### src/rtl/seg_pkg.sv
// Shared constants and FSM state type for the paced segment-display character sender.
package seg_pkg;

    localparam int unsigned CHAR_W            = 7;
    localparam int unsigned DEPTH_DEFAULT     = 8;
    localparam int unsigned GAP_TICKS_DEFAULT = 30;

    typedef enum logic {
        IDLE = 1'b0,
        GAP  = 1'b1
    } seg_state_t;

endpackage

### src/rtl/seg_char_fifo.sv
// Character FIFO for seg_char_sender: storage, pointers, count, registered full/empty
// and sticky overflow. loop_en turns each read into a read-and-requeue of the head.
module seg_char_fifo
    import seg_pkg::*;
#(
    parameter int unsigned DEPTH = DEPTH_DEFAULT
) (
    input  logic              clk,
    input  logic              rst_n,
    input  logic              wr_en,
    input  logic [CHAR_W-1:0] wr_char,
    input  logic              rd_en,
    input  logic              clear,
    input  logic              loop_en,
    output logic [CHAR_W-1:0] rd_char,
    output logic              full,
    output logic              empty,
    output logic              overflow
);

    localparam int unsigned AW = $clog2(DEPTH);
    localparam int unsigned CW = AW + 1;

    logic [CHAR_W-1:0] mem [DEPTH];
    logic [AW-1:0]     rd_ptr;
    logic [AW-1:0]     wr_ptr;
    logic [CW-1:0]     count;
    logic [CW-1:0]     count_nxt;
    logic              wr_ok;
    logic              push;
    logic [CHAR_W-1:0] push_char;

    assign rd_char = mem[rd_ptr];

    // full is the pre-edge flag, so a same-cycle read never makes room for a write
    always_comb begin
        wr_ok     = wr_en && !full && !clear && !loop_en;
        push      = wr_ok || (loop_en && rd_en && !clear);
        push_char = loop_en ? rd_char : wr_char;
        count_nxt = count;
        if (clear) begin
            count_nxt = '0;
        end else if (push && !rd_en) begin
            count_nxt = count + CW'(1);
        end else if (rd_en && !push) begin
            count_nxt = count - CW'(1);
        end
    end

    always_ff @(posedge clk) begin
        if (!rst_n) begin
            rd_ptr   <= '0;
            wr_ptr   <= '0;
            count    <= '0;
            full     <= 1'b0;
            empty    <= 1'b1;
            overflow <= 1'b0;
        end else begin
            if (clear) begin
                rd_ptr <= '0;
                wr_ptr <= '0;
            end else begin
                if (rd_en) rd_ptr <= rd_ptr + AW'(1);
                if (push)  wr_ptr <= wr_ptr + AW'(1);
            end
            count <= count_nxt;
            full  <= (count_nxt == CW'(DEPTH));
            empty <= (count_nxt == '0);
            if (clear) begin
                overflow <= 1'b0;
            end else if (wr_en && full && !loop_en) begin
                overflow <= 1'b1;
            end
        end
    end

    always_ff @(posedge clk) begin
        if (push) mem[wr_ptr] <= push_char;
    end

endmodule

### src/rtl/seg_char_sender.sv
// Paces queued characters to the segment animator, one strobe per GAP_TICKS ticks.
// Optional recirculate mode (loop_en port) is enabled by defining SEG_SENDER_LOOP_EN.
module seg_char_sender
    import seg_pkg::*;
#(
    parameter int unsigned DEPTH     = DEPTH_DEFAULT,
    parameter int unsigned GAP_TICKS = GAP_TICKS_DEFAULT
) (
    input  logic              clk,
    input  logic              rst_n,
    input  logic              tick,
    input  logic              wr_en,
    input  logic [CHAR_W-1:0] wr_char,
    input  logic              clear,
    output logic              full,
    output logic              empty,
    output logic              overflow,
    output logic              char_available,
    output logic [CHAR_W-1:0] char_out,
    output logic              busy
`ifdef SEG_SENDER_LOOP_EN
    ,
    input  logic              loop_en
`endif
);

    localparam logic [7:0] LAST_TICK = 8'(GAP_TICKS - 1);

    seg_state_t        state;
    seg_state_t        state_nxt;
    logic [7:0]        tick_cnt;
    logic [7:0]        tick_cnt_nxt;
    logic              pop;
    logic              loop_mode;
    logic [CHAR_W-1:0] head_char;

`ifdef SEG_SENDER_LOOP_EN
    assign loop_mode = loop_en;
`else
    assign loop_mode = 1'b0;
`endif

    seg_char_fifo #(
        .DEPTH(DEPTH)
    ) u_fifo (
        .clk      (clk),
        .rst_n    (rst_n),
        .wr_en    (wr_en),
        .wr_char  (wr_char),
        .rd_en    (pop),
        .clear    (clear),
        .loop_en  (loop_mode),
        .rd_char  (head_char),
        .full     (full),
        .empty    (empty),
        .overflow (overflow)
    );

    assign busy = (state != IDLE);

    // A tick coinciding with the strobe cycle is ignored so the gap starts after the strobe
    always_comb begin
        state_nxt    = state;
        tick_cnt_nxt = tick_cnt;
        pop          = 1'b0;
        unique case (state)
            IDLE: begin
                if (!empty) begin
                    pop          = 1'b1;
                    state_nxt    = GAP;
                    tick_cnt_nxt = '0;
                end
            end
            GAP: begin
                if (tick && !char_available) begin
                    if (tick_cnt == LAST_TICK) begin
                        state_nxt = IDLE;
                    end else begin
                        tick_cnt_nxt = tick_cnt + 8'd1;
                    end
                end
            end
            default: state_nxt = IDLE;
        endcase
    end

    always_ff @(posedge clk) begin
        if (!rst_n) begin
            state          <= IDLE;
            tick_cnt       <= '0;
            char_out       <= '0;
            char_available <= 1'b0;
        end else begin
            state          <= state_nxt;
            tick_cnt       <= tick_cnt_nxt;
            char_available <= pop;
            if (pop) char_out <= head_char;
        end
    end

endmodule

### config.mk
export PLATFORM = sky130hd
export DESIGN_NAME = seg_char_sender
export DESIGN_NICKNAME = d
export VERILOG_FILES = /design/src/rtl/seg_pkg.sv /design/src/rtl/seg_char_fifo.sv /design/src/rtl/seg_char_sender.sv
export SDC_FILE = /design/constraint.sdc
export NUM_CORES = 1
export LEC_CHECK = 0
export BUFFER_PORTS_ARGS = -buffer_cell sky130_fd_sc_hd__buf_2
export CORE_UTILIZATION = 54
export CTS_CLUSTER_DIAMETER = 40
export DETAILED_ROUTE_END_ITERATION = 8
export GPL_TIMING_DRIVEN = 0
export PLACE_DENSITY = 0.75
export SLEW_MARGIN = 20
export SYNTH_ARGS = -nofsm -noshare
export SYNTH_HDL_FRONTEND = slang
export SYNTH_SLANG_ARGS = --single-unit
### constraint.sdc
create_clock -name clk -period 1.9 [get_ports clk]
set_input_delay 0.095 -clock clk [delete_from_list [all_inputs] [get_ports clk]]
set_output_delay 0.095 -clock clk [all_outputs]
set_load 0.01 [all_outputs]
==> results of run 1 <==
[synthesized netlist by cell type (2+ instances only)]
master and count:
a2111o_1 3, a21oi_1 19, and3_1 5, buf_2 3, clkbuf_1 6, dfxtp_1 30
edfxtp_1 56, ha_1 6, inv_1 5, mux2i_1 11, mux4_2 14, nand2_1 17
nand2b_1 6, nand3_1 4, nor2_1 14, nor2b_1 2, nor3_1 6, nor3b_2 2
nor4_1 2, o21a_1 2, o21ai_0 11, or3b_1 2, xnor2_1 5, xor2_1 2
[routing by layer]
layer / up-vias / track usage (%)
met2: 40 / 34.1
li1: 1040 / -
met5: - / 0
met4: 0 / 8.32
met1: 1052 / 26.8
met3: 10 / 3.56
[sequential cells by signal (all words and copies together), names as in the netlist]
signal	cells
char_available	1
u_fifo.wr_ptr	3
u_fifo.rd_ptr	3
tick_cnt	8
u_fifo.overflow	1
u_fifo.full	1
char_out	7
u_fifo.empty	1
u_fifo.count	4
u_fifo.mem	56
busy	1
[final cells by class]
type	count	area share [%]
Buffer	10	1.45
Clock buffer	9	2.98
Clock inverter	7	2.47
Inverter	5	0.452
Multi-Input combinational cell	151	31.5
Sequential cell	86	55.0
Tap cell	77	2.32
Timing Repair Buffer	28	3.86
[stage by stage]
step	setup TNS [ns]	cell area (um^2)	power [mW]	std cells
2_1_floorplan	0	3600	2.44	252
3_3_place_gp	-16.13	3810	2.58	352
3_5_place_dp	-6.24	3830	2.59	352
4_1_cts	0	4130	4.02	371
5_1_grt	-1.99	4150	4.16	373
6_report	0	4150	4.01	373
[logic make-up (layout without fill, tap and decap cells)]
group                      after synthesis  after routing
AOI/OAI and AO/OA                       44             44
muxes                                   26             26
adders and majority gates                7              7
DFF                                     86             86
xor gates and xnor gates                 7              7
buffers and inverters                   15             59
and+or+nand+nor                         67             67
[path summary, 6_finish.rpt]
kind,slack (ns),from,end,cells past startpoint
worst max-delay path,0.03,u_fifo.full$_SDFF_PN0_,u_fifo.mem[7][5]$_DFFE_PP_,3
worst min-delay path,0.009,wr_char[0],u_fifo.mem[2][0]$_DFFE_PP_,1
worst max register to register,0.03,u_fifo.full$_SDFF_PN0_,u_fifo.mem[7][5]$_DFFE_PP_,3
worst min register to register,0.47,tick_cnt[7]$_SDFFE_PN0P_,tick_cnt[7]$_SDFFE_PN0P_,2
[repair_timing]
action | 4_1_cts | 5_1_grt
gates resized for setup | 11 | 5
gates cloned | 0 | 0
endpoints found under the hold margin | 22 | 0
hold buffers | 3 | 0
buffers inserted | 0 | 2
setup endpoints to repair | 42 | 46
[report_power, final]
part | total, mW | switching, mW | internal (mW)
combinational | 0.453 | 0.257 | 0.196
sequential | 2.11 | 0.0524 | 2.05
clock | 1.45 | 0.690 | 0.757
total | 4.01 | 0.999 | 3.01
==> impl_metrics.tcl, run 1 <==
set metrics [dict create \
    worst-path-max-fanout 8 \
    ys.flop_type "edfxtp_1" \
    fmaxAchievable_ghz 0.534 \
    h-tree-depth 3 \
    netlist_area_um2 3590 \
    required_ns 1.89 \
    min_period_ns 1.87 \
    area_growth_pct 15.7 \
    cts_tree "done" \
    leakagePower_nw 1.41 \
    max_slew.worst_pin.slew_ns 0.687 \
    synth_nets 270 \
    rsz0062_at_grt "true" \
    wl_met3_um 195 \
    cp.arrival_ns 1.87 \
    status "complete, no violations" \
    viasPerCell 5.74 \
    drt_wl_total_um 6530 \
    hold_slack_ns 0.00927 \
    wire_per_inst_um 17.5 \
    yosys.area_share.simple_pct 10.0 \
    max-cap-violations 0 \
    antenna_found_initial 0 \
    fillers 455 \
    pre_cts_ws_ns -0.204 \
    yosysTopAreaCellShare_pct 46.8 \
    routabilityCongestion 0.802 \
    ys_seq_area_share_pct 63.6 \
    mostFrequentLayoutCell "edfxtp_1" \
    synth_warnings 0 \
    dieArea_um2 6980 \
    register_area_um2 2280 \
    drtPass1Iterations 4 \
    multi_input_comb_area_um2 1310 \
    critPathLaunchType "register" \
    utilization_pct 65.0 \
    slew_headroom_pct 54.0 \
    drive_gt1_share_pct 27.0 \
    synthXorXnorAreaFrac_pct 1.71 \
    syn_area_per_cell_um2 14.2 \
    grt.total_usage_pct 20.5 \
    coreArea_um2 6390 \
    start_util_pct 56.2 \
    drtIter0Drc 108 \
    wl_met2_um 3300 \
    synth_top_family_by_area "multiplexers" \
    cts_buffers 9 \
    vias 2142 \
    topRoutingLayerUsed "met4" \
    drv_slew 0 \
    async_flop_share_pct 0 \
    grt-ovfl-total 0 \
    fin_nets 309 \
    synth_fa_ha_area_share_pct 2.37 \
    netlist_instances 252 \
    layout_common_cells "edfxtp_1 (56), dfxtp_1 (30), buf_2 (24)" \
    num_antenna_cells 0 \
    cts.sinks 86 \
    clockBufferDepth 2 \
    numPortBuffers 23 \
    clk_pin_slew_worst_paths_ns 0.09 \
    critPathBufInv 0 \
    die_w_um 83.5 \
    powerDensity_nw_per_um2 964 \
    clock_latency_ns 0.36 \
    grt_pass1_wl_um 10700 \
    cts_root_buf "clkbuf_8" \
    yosys.area.top_type "edfxtp_1" \
    slowest_stage "nor2_2" \
    finClkSkew_ns 0.0104 \
    path_class "register to register" \
    post-route-period-util_pct 98.5 \
    num_io_pins 24 \
    ant_nets 0 \
    hold_violations 0 \
    max_stage_delay_ns 0.48 \
    synth_edf_count 56 \
    path_cells "nor3b_4 -> nand2_1 -> nor2_2" \
    ir_drop_v 0.000717 \
    synthTopCellsByArea "edfxtp_1 (47%), dfxtp_1 (17%), mux4_2 (8.8%)" \
    path_delay_family "simple AND/OR/NAND/NOR gates" \
    fin_ws_ns 0.0282 \
    ys_ff_latch 86 \
    synthMuxAreaShare_pct 12.2 \
    hpwl_um 4270 \
    finalSetupViolations 0 \
    worstHoldPathType "input port to register" \
    end_kind "register" \
    synth_compound_area_share_pct 8.30 \
    ys_types 43 \
    post-route-drc-count 0 \
    die_y_um 83.5 \
    grt_max_degree 17 \
    grt_pass1_vias 2090 \
    row_count 29 \
    drt-met1-wl_um 2940 \
]
Note: power is estimated with default switching activity, not from simulation.
==> run 2, diff against run 1 <==
ABC_AREA = 1   (was not set)
==> impl_metrics.tcl, run 2 <==
set metrics [dict create \
    synthTopCellsByArea "edfxtp_1 (46%), dfxtp_1 (16%), nor2_1 (6.5%)" \
    drv_slew 0 \
    vias 2769 \
    synth_top_family_by_area "simple AND/OR/NAND/NOR gates" \
    ys_seq_area_share_pct 62.7 \
    ant_nets 0 \
    grt_pass1_wl_um 12400 \
    synthMuxAreaShare_pct 0 \
    grt-ovfl-total 0 \
    cts.sinks 86 \
    drt_wl_total_um 7930 \
    regMostFlops "u_fifo.mem" \
    row_count 29 \
    rsz0062_at_grt "true" \
    start_util_pct 56.7 \
    yosysTopAreaCellShare_pct 46.2 \
    leakagePower_nw 1.59 \
    cts_tree "done" \
    fin_nets 420 \
    min_path_cells 1 \
    netlist_instances 367 \
    synthXorXnorAreaFrac_pct 0.722 \
    cts_buffers 9 \
    finClkSkew_ns 0.00942 \
    die_y_um 84.1 \
    fin_ws_ns 0.0576 \
    synth_warnings 0 \
    async_flop_share_pct 0 \
    hold_path_end "u_fifo.mem[6][3]$_DFFE_PP_" \
    pwr-share-seq_pct 55.9 \
    post-route-drc-count 4 \
    h-tree-depth 3 \
    fmaxAchievable_ghz 0.543 \
    num_antenna_cells 0 \
    pwr-share-comb_pct 12.7 \
    r2r-end "u_fifo.mem[3][4]$_DFFE_PP_" \
    path_class "register to register" \
    drtIter0Drc 275 \
    switching_power_mw 1.07 \
    viasPerCell 5.72 \
    pre_cts_ws_ns -0.116 \
    critPathLaunchType "register" \
    pwr-share-clk_pct 31.4 \
    drtPass1Iterations 7 \
    slew_headroom_pct 48.3 \
    num_io_pins 24 \
    hold_violations 0 \
    timing.rr.start "u_fifo.full$_SDFF_PN0_" \
    yosys.area.top_type "edfxtp_1" \
    die_w_um 84.1 \
    worst-path-max-fanout 9 \
    layout_common_cells "nand2_1 (59), nor2_1 (59), edfxtp_1 (56)" \
    status "finished with violations" \
    fillers 517 \
    antenna_found_initial 0 \
    synth_edf_count 56 \
    synth_nets 385 \
    synth_fa_ha_area_share_pct 2.06 \
    area_growth_pct 11.5 \
    post-route-period-util_pct 97.0 \
    grt_pass1_vias 2485 \
    synthTopCellsByCount "nor2_1 (63), nand2_1 (59), edfxtp_1 (56)" \
    multi_input_comb_area_um2 1200 \
    max-cap-violations 0 \
    ir_drop_v 0.000427 \
    register_area_um2 2280 \
    internal_power_mw 2.69 \
    netSwitchingFraction_pct 28.4 \
    yosys.area_share.simple_pct 19.5 \
    required_ns 1.89 \
    critPathLaunch "u_fifo.full$_SDFF_PN0_" \
    clockBufferDepth 2 \
    ys.flop_type "edfxtp_1" \
    cts_root_buf "clkbuf_8" \
    post_dp_cell_area_um2 3850 \
    clock_latency_ns 0.35 \
    synth_compound_area_share_pct 10.3 \
    dieArea_um2 7080 \
    min_period_ns 1.84 \
    netlist_area_um2 3640 \
    max_slew.worst_pin.slew_ns 0.773 \
    end_kind "register" \
    clk_pin_slew_worst_paths_ns 0.09 \
    reg2reg_depth 5 \
    min-delay-start "wr_char[3]" \
    ys_ff_latch 86 \
    grt.total_usage_pct 23.4 \
    finalSetupViolations 0 \
    rrSetupSlack_ns 0.06 \
    powerDensity_nw_per_um2 925 \
    violations "design-rule violations" \
    yosysMostFrequentCell "nor2_1" \
    cts_setup_buffers 0 \
    top_regs "u_fifo.mem x56, tick_cnt x8, char_out x7" \
    fin_tns_setup_ns 0 \
    grt_max_degree 17 \
    final_cell_area_um2 4060 \
    cp.arrival_ns 1.83 \
    utilization_pct 63.2 \
    ys_types 28 \
    largest_register_ffs 56 \
    worstHoldPathType "input port to register" \
    wire_per_inst_um 16.4 \
    routabilityCongestion 0.841 \
    numPortBuffers 23 \
    hpwl_um 5120 \
    coreArea_um2 6420 \
    syn_area_per_cell_um2 9.92 \
    drive_gt1_share_pct 15.0 \
]
-- run 2: worst max-delay path by stage --
stage	end	slack, ns	depth (start not counted)
4_1_cts	u_fifo.mem[3][5]$_DFFE_PP_	0.05	5
6_report	u_fifo.mem[3][4]$_DFFE_PP_	0.06	5
2_1_floorplan	u_fifo.mem[4][0]$_DFFE_PP_	0.28	4
5_1_grt	u_fifo.mem[3][5]$_DFFE_PP_	-0.11	5
3_5_place_dp	u_fifo.mem[6][6]$_DFFE_PP_	-0.12	4
3_3_place_gp	u_fifo.mem[4][2]$_DFFE_PP_	-0.09	4
-- run 2: logic make-up after synthesis --
kind of cell	count (synthesis)
simple gates	164
compound gates	64
xor+xnor	3
fa+ha+maj	6
buf+inv	44
flops	86
-- run 2: final cells by class --
type	count	area share (%)
Sequential cell	86	56.2
Multi-Input combinational cell	237	29.6
Inverter	34	3.21
Timing Repair Buffer	24	3.08
Clock buffer	9	3.05
Tap cell	77	2.37
Clock inverter	7	1.39
Buffer	10	1.08
-- run 2: power groups by stage --
stage          clock network (mW)  registers (mW)  logic (mW)
2_1_floorplan                   0            2.15       0.300
3_3_place_gp                    0            2.14       0.456
3_5_place_dp                    0            2.14       0.466
4_1_cts                      1.19            2.10       0.471
5_1_grt                      1.25            2.11       0.536
6_report                     1.18            2.10       0.477
-- run 2: through the flow --
| stage | power (mW) | std cells | hold slack, ns |
|---|---|---|---|
| 6_report | 3.76 | 484 | 0.0244 |
| 5_1_grt | 3.90 | 484 | 0.0154 |
| 4_1_cts | 3.76 | 484 | 0.00751 |
| 3_5_place_dp | 2.61 | 467 | 0.339 |
| 3_3_place_gp | 2.59 | 467 | 0.332 |
| 2_1_floorplan | 2.45 | 367 | 0.175 |
-- run 2: worst max-delay path, cell delays in order, from the launching register on --
cell and delay (ns):
dfxtp_1 0.35, inv_1 0.09, nand3_2 0.18, inv_1 0.12, nand2_1 0.12, nor2_1 0.62
-- run 2: what timing repair did --
item | CTS | global route
endpoints found under the setup margin | 21 | 36
hold buffers | 1 | 0
hold endpoints to repair | 3 | 0
gates resized for setup | 4 | 3
-- run 2: metal layers --
metal  GRT usage, %  wire length (um)  vias to the layer above
li1               -                 -                     1333
met2           35.0              3750                      107
met4           12.9               133                        0
met5              0                 0                        -
met3           4.15               562                       19
met1           32.6              3480                     1310
==> run 3, diff against run 2 <==
CORE_UTILIZATION = 44   (was 54)
GPL_TIMING_DRIVEN = not set   (was 0)
PLACE_DENSITY = not set   (was 0.75)
==> impl_metrics.tcl, run 3 (synthesis gave the netlist of run 2 again) <==
set metrics [dict create \
    status "complete, no violations" \
    path_delay_family "simple AND/OR/NAND/NOR gates" \
    dieArea_um2 8640 \
    viasPerCell 5.20 \
    finalSetupViolations 0 \
    worstHoldPathType "input port to register" \
    grt.total_usage_pct 19.9 \
    drt_wl_total_um 7850 \
    num_antenna_cells 0 \
    max-cap-violations 0 \
    num_io_pins 24 \
    regMostFlops "u_fifo.mem" \
    timing.rr.start "u_fifo.full$_SDFF_PN0_" \
    largest_register_ffs 56 \
    ant_nets 0 \
    end_kind "register" \
    die_y_um 93.0 \
    hpwl_um 5280 \
    grt_pass1_vias 2496 \
    crit_cells 4 \
    r2r-end "u_fifo.mem[0][3]$_DFFE_PP_" \
    area_growth_pct 13.6 \
    cts_tree "done" \
    h-tree-depth 3 \
    rsz0062_at_grt "false" \
    path_class "register to register" \
    drtIter0Drc 195 \
    utilization_pct 52.7 \
    ir_drop_v 0.000531 \
    stdcell_count 510 \
    max_slew.worst_pin.slew_ns 0.579 \
    place_inst 493 \
    max_stage_delay_ns 0.42 \
    layout_common_cells "nor2_1 (63), nand2_1 (59), edfxtp_1 (56)" \
    start_util_pct 46.4 \
    vias 2650 \
    antenna_found_initial 0 \
    required_ns 1.90 \
    wire_per_inst_um 15.4 \
    mostFrequentLayoutCell "nor2_1" \
    grt_max_degree 30 \
    reg2reg_depth 4 \
    numPortBuffers 23 \
    powerDensity_nw_per_um2 940 \
    fin_nets 421 \
    routabilityCongestion 0.800 \
    critPathLaunchType "register" \
    fmaxAchievable_ghz 0.627 \
    finClkSkew_ns 0.00786 \
    slowest_stage "nor2_1" \
    slew_headroom_pct 61.3 \
    drtPass1Iterations 4 \
    leakagePower_nw 1.62 \
    top_regs "u_fifo.mem x56, tick_cnt x8, char_out x7" \
    post-route-drc-count 0 \
    cp-endpoint "u_fifo.mem[0][3]$_DFFE_PP_" \
    clock_latency_ns 0.36 \
    clk_pin_slew_worst_paths_ns 0.09 \
    hold_violations 0 \
    cts_setup_buffers 0 \
    fin_tns_setup_ns 0 \
    drive_gt1_share_pct 15.4 \
    cts_root_buf "clkbuf_8" \
    grt_pass1_wl_um 12700 \
    cts_buffers 9 \
    worst-path-max-fanout 7 \
    post-route-period-util_pct 83.9 \
    cp.arrival_ns 1.59 \
    fin_total_pwr_mw 3.89 \
    die_w_um 93.0 \
    min_period_ns 1.59 \
    min-delay-start "wr_char[5]" \
    critPathBufInv 1 \
    path_cells "inv_1 -> nand3_2 -> or2_2 -> nor2_1" \
    grt-ovfl-total 0 \
    coreArea_um2 7850 \
    drv_slew 0 \
    cts.sinks 86 \
    critPathLaunch "u_fifo.full$_SDFF_PN0_" \
    clockBufferDepth 2 \
    row_count 32 \
    rrSetupSlack_ns 0.31 \
]
## run 3: changes by cell type in the layout (fill, tap and decap cells not counted), moves of 2 or more
cell / before / now
clkbuf_1: 5 / 0
clkinv_4: 3 / 1
nor2_2: 5 / 2
buf_4: 0 / 11
buf_2: 27 / 23
nor2_1: 59 / 63
## run 3: repair_timing
item	in CTS	in global routing
resized for setup	0	0
hold buffers	1	0
endpoints found under the hold margin	3	0
## run 3: worst min path at each step
stage,end,slack [ns],cells after the start
2_1_floorplan,u_fifo.empty$_SDFF_PN1_,0.17,1
6_report,u_fifo.mem[4][5]$_DFFE_PP_,0.02,1
3_5_place_dp,u_fifo.empty$_SDFF_PN1_,0.33,2
4_1_cts,u_fifo.mem[4][5]$_DFFE_PP_,0.02,1
3_3_place_gp,u_fifo.empty$_SDFF_PN1_,0.33,2
5_1_grt,u_fifo.mem[5][5]$_DFFE_PP_,0.03,1
## run 3: power breakdown
group / total, mW / switching [mW] / internal (mW)
Clock: 1.32 / 0.699 / 0.624
Combinational: 0.472 / 0.319 / 0.153
Sequential: 2.09 / 0.0461 / 2.05
## run 3: cell type report
cell class | instances | area [um^2]
inverters | 34 | 130
clock buffers | 9 | 124
clock inverters | 7 | 80.1
multi-input cells | 237 | 1190
flip-flops and latches | 86 | 2280
well taps | 102 | 128
repair buffers | 35 | 208
fillers | 739 | 3710
## run 3: stage by stage
stage,area [um^2],setup WS [ns],hold slack (ns)
finish,4140,0.306,0.0212
global route,4140,0.185,0.0307
CTS,4140,0.294,0.0168
detailed placement,3920,0.302,0.330
global placement,3920,0.331,0.330
floorplan,3640,0.282,0.175
## run 3: per-layer routing
layer	vias up	GRT usage [%]	part of all wire, %	wire length, um
li1	1336	-	-	-
met1	1238	29.1	51	3990
met2	62	28.4	43	3350
met3	14	3.45	3.9	307
met4	0	9.87	2.5	193
met5	-	0	0	0
